**config.mk**
```make
export PLATFORM = sky130hd
export DESIGN_NAME = i2c_txn_scheduler
export DESIGN_NICKNAME = d
export VERILOG_FILES = /design/src/rtl/i2c_sched_pkg.sv /design/src/rtl/i2c_txn_scheduler_rr_arbiter.sv /design/src/rtl/i2c_txn_scheduler.sv
export SDC_FILE = /design/constraint.sdc
export NUM_CORES = 1
export LEC_CHECK = 0
export CAP_MARGIN = 20
export CORE_UTILIZATION = 40
export CTS_CLUSTER_DIAMETER = 50
export DETAILED_ROUTE_END_ITERATION = 7
export PLACE_DENSITY_LB_ADDON = 0.08
export SLEW_MARGIN = 25
export SYNTH_ARGS = -nofsm -noshare
export SYNTH_HDL_FRONTEND = slang
export SYNTH_HIERARCHICAL = 1
export SYNTH_SLANG_ARGS = --single-unit
```
**constraint.sdc**
```tcl
create_clock -name clk -period 4 [get_ports clk]
set_input_delay 0.8 -clock clk [delete_from_list [all_inputs] [get_ports clk]]
set_output_delay 0.8 -clock clk [all_outputs]
set_load 0.1 [all_outputs]
```
**src/rtl/i2c_sched_pkg.sv**
```systemverilog
// Shared encodings for the I2C transaction scheduler: engine ops, FSM states,
// frame lengths and the per-step op lookup.
package i2c_sched_pkg;

  typedef enum logic [2:0] {
    OP_START     = 3'd0,
    OP_WRITE     = 3'd1,
    OP_READ_ACK  = 3'd2,
    OP_READ_NACK = 3'd3,
    OP_STOP      = 3'd4
  } m_op_t;

  typedef enum logic [2:0] {
    S_IDLE,
    S_GRANT,
    S_ISSUE,
    S_WAIT,
    S_NEXT,
    S_FINISH,
    S_ABORT
  } state_t;

  localparam logic [3:0] WR_STEPS  = 4'd7;
  localparam logic [3:0] RD_STEPS  = 4'd14;
  localparam logic [3:0] RD_OPCODE = 4'hA;

  function automatic logic is_read(input logic [7:0] cmd);
    return cmd[7:4] == RD_OPCODE;
  endfunction

  // Read frames reuse steps 0-6 as the register-pointer write frame.
  function automatic m_op_t step_op(input logic [3:0] s);
    case (s)
      4'd0, 4'd7:                          step_op = OP_START;
      4'd1, 4'd2, 4'd3, 4'd4, 4'd5, 4'd8:  step_op = OP_WRITE;
      4'd9, 4'd10, 4'd11:                  step_op = OP_READ_ACK;
      4'd12:                               step_op = OP_READ_NACK;
      default:                             step_op = OP_STOP;
    endcase
  endfunction

endpackage

```
**src/rtl/i2c_txn_scheduler_rr_arbiter.sv**
```systemverilog
// Round-robin arbiter: one-hot grant starting the search at the priority
// pointer; the pointer moves past the winner when the grant is accepted.
module rr_arbiter #(
  parameter int NUM_REQ = 3,
  parameter int IDX_W   = (NUM_REQ > 1) ? $clog2(NUM_REQ) : 1
) (
  input  logic               clk,
  input  logic               reset,
  input  logic [NUM_REQ-1:0] req,
  input  logic               accept,
  output logic [NUM_REQ-1:0] grant,
  output logic [IDX_W-1:0]   grant_idx
);

  logic [IDX_W-1:0] ptr;

  function automatic logic [IDX_W-1:0] wrap_idx(input logic [IDX_W-1:0] base, input int off);
    int sum;
    sum = int'(base) + off;
    if (sum >= NUM_REQ) sum -= NUM_REQ;
    return IDX_W'(sum);
  endfunction

  // Scan from farthest to nearest so the requester closest to ptr wins.
  always_comb begin
    // NOTE: every output gets a default before the loop so no latch is inferred.
    grant     = '0;
    grant_idx = '0;
    for (int i = NUM_REQ - 1; i >= 0; i--) begin
      if (req[wrap_idx(ptr, i)]) begin
        grant                   = '0;
        grant[wrap_idx(ptr, i)] = 1'b1;
        grant_idx               = wrap_idx(ptr, i);
      end
    end
  end

  always_ff @(posedge clk) begin
    if (!reset)      ptr <= '0;
    else if (accept) ptr <= wrap_idx(grant_idx, 1);
  end

endmodule

```
**src/rtl/i2c_txn_scheduler.sv**
```systemverilog
// Shares one byte-level I2C master engine between requesters and sequences the
// fixed 4-byte command frames (plus 4-byte readback for 0xAx opcodes).
module i2c_txn_scheduler
  import i2c_sched_pkg::*;
#(
  parameter int          NUM_REQ  = 3,
  parameter logic [6:0]  SLV_ADDR = 7'h55,
  parameter logic [15:0] TIMEOUT  = 16'd50000
) (
  input  logic                  clk,
  input  logic                  reset,
  input  logic [NUM_REQ-1:0]    req,
  input  logic [8*NUM_REQ-1:0]  req_cmd,
  input  logic [24*NUM_REQ-1:0] req_data,
  output logic [NUM_REQ-1:0]    gnt,
  output logic [NUM_REQ-1:0]    done,
  output logic                  err,
  output logic [31:0]           rd_data,
  output logic                  busy,
  output logic                  m_valid,
  output logic [2:0]            m_op,
  output logic [7:0]            m_tx,
  input  logic                  m_ready,
  input  logic                  m_done,
  input  logic [7:0]            m_rx,
  input  logic                  m_nack
);

  localparam int IDX_W = (NUM_REQ > 1) ? $clog2(NUM_REQ) : 1;

  state_t             state;
  logic [3:0]         step;
  logic [15:0]        wd;
  logic [7:0]         cmd_q;
  logic [23:0]        data_q;
  logic [31:0]        rx_shift;
  logic               nack_q;
  logic [NUM_REQ-1:0] arb_gnt;
  logic [IDX_W-1:0]   arb_idx;
  logic               arb_accept;
  logic [7:0]         win_cmd;
  logic [23:0]        win_data;
  logic               last_step;
  logic               wd_expired;

  rr_arbiter #(.NUM_REQ(NUM_REQ), .IDX_W(IDX_W)) u_arb (
    .clk       (clk),
    .reset     (reset),
    .req       (req),
    .accept    (arb_accept),
    .grant     (arb_gnt),
    .grant_idx (arb_idx)
  );

  assign arb_accept = (state == S_GRANT) && (|req);
  assign win_cmd    = req_cmd[8*arb_idx +: 8];
  assign win_data   = req_data[24*arb_idx +: 24];
  assign last_step  = step == ((is_read(cmd_q) ? RD_STEPS : WR_STEPS) - 4'd1);
  assign wd_expired = wd >= TIMEOUT - 16'd1;

  function automatic logic [7:0] step_tx(input logic [3:0] s, input logic [7:0] c,
                                         input logic [23:0] d);
    case (s)
      4'd1:    step_tx = {SLV_ADDR, 1'b0};
      4'd2:    step_tx = c;
      4'd3:    step_tx = d[23:16];
      4'd4:    step_tx = d[15:8];
      4'd5:    step_tx = d[7:0];
      4'd8:    step_tx = {SLV_ADDR, 1'b1};
      default: step_tx = 8'h00;
    endcase
  endfunction

  // The command for the next step is loaded on the way into ISSUE so each
  // step costs ISSUE, WAIT, NEXT when the engine is fast.
  always_ff @(posedge clk) begin
    // NOTE: all state here uses non-blocking assignment so every branch sees
    // the pre-edge values of step, wd and m_op.
    if (!reset) begin
      state    <= S_IDLE;
      step     <= '0;
      wd       <= '0;
      gnt      <= '0;
      done     <= '0;
      err      <= 1'b0;
      rd_data  <= '0;
      busy     <= 1'b0;
      m_valid  <= 1'b0;
      m_op     <= '0;
      m_tx     <= '0;
      cmd_q    <= '0;
      data_q   <= '0;
      rx_shift <= '0;
      nack_q   <= 1'b0;
    end else begin
      case (state)
        S_IDLE: begin
          if (|req) begin
            state <= S_GRANT;
            busy  <= 1'b1;
          end
        end
        S_GRANT: begin
          if (|req) begin
            gnt      <= arb_gnt;
            cmd_q    <= win_cmd;
            data_q   <= win_data;
            step     <= '0;
            wd       <= '0;
            rx_shift <= '0;
            nack_q   <= 1'b0;
            m_valid  <= 1'b1;
            m_op     <= step_op(4'd0);
            m_tx     <= step_tx(4'd0, win_cmd, win_data);
            state    <= S_ISSUE;
          end else begin
            state <= S_IDLE;
            busy  <= 1'b0;
          end
        end
        S_ISSUE: begin
          if (m_ready) begin
            m_valid <= 1'b0;
            wd      <= wd + 16'd1;
            state   <= S_WAIT;
          end else if (wd_expired) begin
            m_op  <= OP_STOP;
            m_tx  <= 8'h00;
            wd    <= '0;
            state <= S_ABORT;
          end else begin
            wd <= wd + 16'd1;
          end
        end
        S_WAIT: begin
          if (m_done) begin
            nack_q <= m_nack && (m_op == OP_WRITE);
            if (m_op == OP_READ_ACK || m_op == OP_READ_NACK)
              rx_shift <= {rx_shift[23:0], m_rx};
            state <= S_NEXT;
          end else if (wd_expired) begin
            m_valid <= 1'b1;
            m_op    <= OP_STOP;
            m_tx    <= 8'h00;
            wd      <= '0;
            state   <= S_ABORT;
          end else begin
            wd <= wd + 16'd1;
          end
        end
        S_NEXT: begin
          if (nack_q) begin
            m_valid <= 1'b1;
            m_op    <= OP_STOP;
            m_tx    <= 8'h00;
            wd      <= '0;
            state   <= S_ABORT;
          end else if (last_step) begin
            done    <= gnt;
            err     <= 1'b0;
            rd_data <= rx_shift;
            state   <= S_FINISH;
          end else begin
            step    <= step + 4'd1;
            m_valid <= 1'b1;
            m_op    <= step_op(step + 4'd1);
            m_tx    <= step_tx(step + 4'd1, cmd_q, data_q);
            wd      <= '0;
            state   <= S_ISSUE;
          end
        end
        S_ABORT: begin
          // Once STOP is accepted, its completion or the watchdog ends the abort.
          if ((!m_valid && m_done) || wd_expired) begin
            m_valid <= 1'b0;
            done    <= gnt;
            err     <= 1'b1;
            rd_data <= rx_shift;
            state   <= S_FINISH;
          end else begin
            wd <= wd + 16'd1;
            if (m_valid && m_ready) m_valid <= 1'b0;
          end
        end
        S_FINISH: begin
          done  <= '0;
          gnt   <= '0;
          busy  <= 1'b0;
          state <= S_IDLE;
        end
        default: state <= S_IDLE;
      endcase
    end
  end

endmodule

```
[Word-level counts from Yosys, hierarchy flattened]
Memories as Yosys holds them, arrays and structs flattened.
Index checks and enable logic that the tools add are counted.
W data, S select, Z words.
Word-level totals
  bits in registers: 142
  bits in read-only memories: 48
  bits of input ports: 112
  output and inout bits: 52
  word-level logic and storage cells: 203
  memories: 1
Memories
  (no name shown): words 16, bits a word 3, rd ports 1, clocked after memory_dff 0, wr ports 0, RTL line i2c_sched_pkg.sv:33  | case (s)
Operators by class
  add/sub/neg operators: 10
  $mul: 1
  magnitude comparators: 14
  eq/ne operators: 33
  shifts and indexed selects: 2
  multiplexer cells: 94
  reduce and logical (&&, ||, !) cells: 32
Operators with widths (number)
  $mux W32: 6
  $pmux W32 S2: 2
  $mux W16: 7
  $pmux W16 S5: 1
  $shiftx A72 B8 Y24: 1
  $mux W3: 20
  $mux W8: 6
  $pmux W8 S6: 1
  $pmux W8 S4: 1
  $ne A2 B2 Y1 const B: 13
  $shiftx A24 B6 Y8: 1
  $mux W2: 11
  $mux W1: 20
  $lt A2 B3 Y1 const B: 6
  $pmux W3 S6: 1
  $add A16 B1 Y16 const B: 1
  $ge A16 B16 Y1 const B: 1
  $mux W4: 4
  $reduce_and A4 Y1: 4
  $eq A3 B2 Y1 const B: 4
  $pmux W3 S4: 1
  $reduce_and A5 Y1: 2
  $eq A3 B3 Y1 const B: 3
  $ge A3 B2 Y1 const B: 3
  other kinds (37): 66

[Longest topological paths before layout]
  depth in word-level cells: 15
  mapped depth: 13
  gate-level depth less buffers: 10

[Cells and area by module]
The synthesis kept the hierarchy.
By module, submodules not included
  i2c_txn_scheduler: instances 1, cells an instance 847, area each 6851.6 µm², seq. area each 2802.7 µm²
  rr_arbiter: instances 1, cells an instance 59, area each 426.7 µm², seq. area each 40.0 µm²

[Least setup slack after synthesis]
OpenSTA, ideal clock, no wires.
  path type: input-to-reg
  from: input req[2]
  to: register cmd_q[0]
  setup time: 0.086 ns
  data arrival time: 2.587 ns
  data required time: 3.914 ns
  slack: 1.328 ns
  cell stages on the path: 11
  path buffers: 4
  path through: clkbuf_2 > nor2b_1 > a22o_1 > nand3_1 > o2bb2ai_1 > clkbuf_1 > nor2b_1 > clkbuf_1 > clkbuf_1 > a21oi_1 > a211oi_1
Between the ends
  word-level cells in the longest chain between the ends: 6
  elaborated cells on any way between the ends: 12
  classes of those cells: shift (1); mux (9); reduce/logical (2)
Ends and longest elaborated chain
  from (decl): RTL line i2c_txn_scheduler.sv:12  | input logic [NUM_REQ-1:0] req,
  $bmux W1 S2: RTL line i2c_txn_scheduler_rr_arbiter.sv:30  | if (req[wrap_idx(ptr, i)]) begin
  $mux W1 (not written as such): RTL line i2c_txn_scheduler_rr_arbiter.sv:30
  $mux W2 (2 in a row): RTL line i2c_txn_scheduler_rr_arbiter.sv:30
  $mux W2 (*): RTL line i2c_txn_scheduler_rr_arbiter.sv:30
  via arb_idx[0]: RTL line i2c_txn_scheduler.sv:39  | logic [IDX_W-1:0] arb_idx;
  $shiftx A24 B6 Y8 (*): RTL line i2c_txn_scheduler.sv:56  | assign win_cmd = req_cmd[8*arb_idx +: 8];
  to (signal assigned): RTL line i2c_txn_scheduler.sv:106  | cmd_q <= win_cmd;
  to (decl): RTL line i2c_txn_scheduler.sv:34  | logic [7:0] cmd_q;
Mark *: on every way through the listed nets, which the timed path passes. The rest lies on a longest branch. The select of a mux whose other input is x is not followed.
A chain may end at the register's enable or synchronous reset.

[Final worst setup path]
  from: input req[1]
  to: register data_q[4]
Between the ends
  word-level cells in the longest chain between the ends: 7
  elaborated cells on any way between the ends: 13
  classes of those cells: mul (1); shift (1); mux (9); reduce/logical (2)
Ends and longest elaborated chain
  $bmux W1 S2: RTL line i2c_txn_scheduler_rr_arbiter.sv:30
  $mux W1 (not written as such): RTL line i2c_txn_scheduler_rr_arbiter.sv:30
  $mux W2 (2 in a row): RTL line i2c_txn_scheduler_rr_arbiter.sv:30
  $mux W2 (*): RTL line i2c_txn_scheduler_rr_arbiter.sv:30
  via arb_idx[1]: RTL line i2c_txn_scheduler.sv:39
  $mul A2 B2 Y4 (*): RTL line i2c_txn_scheduler.sv:57  | assign win_data = req_data[24*arb_idx +: 24];
  $shiftx A72 B8 Y24 (*): RTL line i2c_txn_scheduler.sv:57
  to (signal assigned): RTL line i2c_txn_scheduler.sv:107  | data_q <= win_data;
  to (decl): RTL line i2c_txn_scheduler.sv:35  | logic [23:0] data_q;
Marks and branches as above.

==> flow_summary_export.csv <==
group,metric,value,unit
outcome,outcome,"complete, no violations",
worst_setup_path,timing.critical_path.required,4270,ps
drt,routed_vias,7129,
global_route,globalRoute.totalOverflow,0,
pwr,total_switching_power,1.35,mW
worst_hold_path,hold_class,"reg -> reg",
synth,yosys_most_used_dff,"dfxtp_1",
cells_and_area,antenna_cells,0,
cells_and_area,finish.instance_area,9680,um^2
worst_setup_path,endpoint_kind,"register",
cells_and_area,regArea,2840,um^2
worst_hold_path,worst_hold_path.num_cells,2,
synth,post_synth_fa_ha_maj_area_fraction,1.89,%
pwr,p_comb_share,22.2,%
worst_setup_path,worst-r2r-cell-count,11,
synth,share_of_synthesized_area_spent_on_multiplexers,6.34,%
clock_network,tritoncts,"yes",
cells_and_area,post-route-util,55.2,%
synth,post_synth_xor_area_fraction,0.241,%
clock_network,worst_setup_hold_path_clk_slew,70,ps
timing,final_max_slew_viol_count,0,
clock_network,clockRootBuffer,"clkbuf_16",
clock_network,postCtsSetupRepairBufs,0,
global_route,grt_start_max_net_pins,77,
placed_design,buffer_ports.inserted,163,
synth,number_of_instances_in_the_synthesized_netlist,906,
global_route,grt_antenna_before_repair,0,
synth,synth.top_cells.by_area,"dfxtp_1 (39%), a21oi_1 (8.9%), mux2i_1 (6.2%)",
floorplan,die_area,18700,um^2
floorplan,std_cell_rows,48,
timing,layout_min_cycle_time,3080,ps
worst_setup_path,critPathKind,"in -> reg",
floorplan,start_util,41.5,%
clock_network,post_cts.resized_instances,0,
timing,final_setup_tns,0,ps
floorplan,die_span_in_y,137,um
worst_setup_path,max_fanout_on_critical_path,19,
floorplan,core_region_area,17500,um^2
pwr,power.internal,2.78,mW
pwr,power_density_over_cell_area,427,nW/um^2
global_route,grt_pass1_wl,33.6,mm
cells_and_area,final_cells,1268,
clock_network,cts_sinks,142,
timing,fmax,325,MHz
synth,synth_top_family_by_area,"compound AO/OA/AOI/OAI gates",
timing,maxSlewHeadroom,29.9,%
synth,post_synthesis_compound_gate_area_fraction,25.7,%
synth,ys_ff_latch,142,
timing,grt_setup_unrepaired,"no",
drt,antenna_violating_nets_post_route,0,
synth,synth_commonest_cells,"dfxtp_1 (142), a21oi_1 (129), nor2_1 (88)",
synth,yosysUniqueCellTypes,69,
drt,route.detailed.vias_per_inst,5.62,
pwr,p_leak,3.22,nW
synth,postSynthAreaPerCell,8.03,um^2
clock_network,worstSkewPairLatency,430,ps
pwr,power_frac_clock,39.6,%
drt,drt-wirelength-per-cell,16.2,um
synth,syn-num-nets,1029,
global_route,via_count_of_the_first_global_routing_pass,6669,
cells_and_area,finish.net_count,1153,
global_route,overall_fraction_of_global_route_tracks_in_use,22.7,%
drt,drc_violations,0,
placed_design,placed_cells,1236,
clock_network,post_cts_hold_buffer_count,0,
timing,final-hold-violation-count,0,
synth,synth_enable_flop_cells,0,
timing,post-route-period-util,76.9,%
synth,yosysMostFrequentCell,"dfxtp_1",
synth,synth_simple_gate_area_share,21.4,%
synth,synth.top_cell.area_share,39.1,%
timing,worst_margin_slew,1050,ps
placed_design,finalWeightedCongestion,0.787,
drt,dr.pass1.iters,7,
clock_network,cts_max_level,4,
pwr,peak_vdd_ir,0.329,mV
placed_design,placedInstanceArea,9060,um^2
synth,synth.yosys.warnings,6,
synth,synth_seq_area_share,39.1,%
pwr,power_frac_seq,38.2,%
timing,worst_case_clock_skew,9.95,ps
cells_and_area,layout.filler_cells,1673,
synth,synth-async-reset-ratio,0,%
global_route,met3_usage,5.96,%
timing,holdWs,449,ps
clock_network,clk_path_buf_depth,2,
global_route,grt.met1_usage,30.5,%
worst_setup_path,timing.critical_path.arrival,3350,ps
global_route,busiest_layer,"met2",
clock_network,numCtsBuffers,17,
worst_setup_path,worstSetupStartpointType,"input pin",
placed_design,hpwlAfterDp,14.1,mm
cells_and_area,synthToLayoutAreaGrowth,33.0,%
synth,yosysTopAreaCell,"dfxtp_1",
drt,detailedRoute.firstIterationViolations,581,
synth,post_synth_instance_area,7280,um^2
drt,finalWirelength,20.6,mm
floorplan,die_width,137,um
cells_and_area,multi_input_comb_area,4090,um^2
cells_and_area,fraction_of_final_layout_cells_sized_beyond_drive_strength_1,6.90,%
timing,finalSetupViolations,0,
floorplan,ioPinCount,164,
run,timing.max_cap.violations,0,
global_route,global_route.usage.met2,36.5,%
pwr,fraction_of_power_spent_switching_nets,32.8,%
==> cells in the final DEF, fill, tap and decap left out, types with 3 or more instances in the layout <==
cell type and count:
or3_1 5, clkbuf_16 17, a211oi_1 37, dfxtp_1 142, nand2_1 68, nand3b_1 8, inv_8 7, o32ai_1 6
clkinv_8 3, ha_1 11, or4_1 13, nor2b_1 7, buf_4 16, and4_1 3, clkdlybuf4s50_1 163, inv_1 14
and3_1 5, o31ai_1 11, nand3_1 82, a221oi_1 11, mux2i_1 45, a22oi_1 4, o21ai_0 58, nor3_1 8
o21a_1 3, o22ai_1 5, nor2_2 3, a31oi_1 5, nor2_1 86, a21oi_1 129, nand4_1 6, a22o_1 9
==> final cells by class <==
class	count	share of cell area (%)
tap	225	2.91
timing repair buffer	181	18.5
multi-input combinational	673	42.2
clock inverter	15	1.99
clock buffer	17	4.40
inverter	15	0.595
sequential	142	29.4
==> sequential cells by signal, summed over array words and instances, names as in the netlist <==
| register | flops |
|---|---|
| rx_shift | 32 |
| wd | 16 |
| m_tx | 8 |
| m_op | 3 |
| m_valid | 1 |
| state | 3 |
| busy | 1 |
| gnt | 3 |
| rd_data | 32 |
| data_q | 24 |
| err | 1 |
| u_arb/ptr | 2 |
| cmd_q | 8 |
| nack_q | 1 |
| done | 3 |
| step | 4 |
==> routing by layer <==
metal  vias to the layer above  share of wire [%]
li1                       3589                  -
met1                      3372                 47
met2                       152                 46
met3                        16                5.3
met4                         0               0.98
met5                         -                  0
==> worst paths after layout <==
check,from,to,slack (ps)
hold reg to reg,rx_shift[28],rx_shift[28],450
setup reg to reg,u_arb/ptr[0],data_q[4],970
hold / removal,rx_shift[28],rx_shift[28],450
setup / recovery,req[1],data_q[4],920
==> critical path, stage by stage <==
cell             delay (ps)
clkdlybuf4s50_1         630
nor2b_2                 220
o2111ai_1               120
a21oi_1                 200
or2_2                   500
buf_4                   370
mux2i_1                 220
nor2_1                   60
a21oi_1                 130
a211oi_1                 90
==> through the flow <==
stage | total power, mW | setup WS (ps)
3_3_place_gp | 2.52 | 575
4_1_cts | 4.16 | 944
6_report | 4.13 | 924
2_1_floorplan | 2.23 | 1330
3_5_place_dp | 2.53 | 506
5_1_grt | 4.32 | 676
==> cells by family (layout without fill, tap and decap cells) <==
family / Yosys count / after routing
buf+inv: 91 / 228
mux: 46 / 46
flops: 142 / 142
xor+xnor: 2 / 2
simple gates: 315 / 315
compound gates: 299 / 299
fa+ha+maj: 11 / 11
==> power by group through the flow <==
stage               sequential (mW)  clock [mW]  combinational (mW)
finish                         1.58        1.64               0.916
global route                   1.59        1.72                1.01
global placement               1.61           0               0.912
floorplan                      1.65           0               0.578
detailed placement             1.61           0               0.917
CTS                            1.58        1.66               0.921
Power figures use the tool's default switching activity.
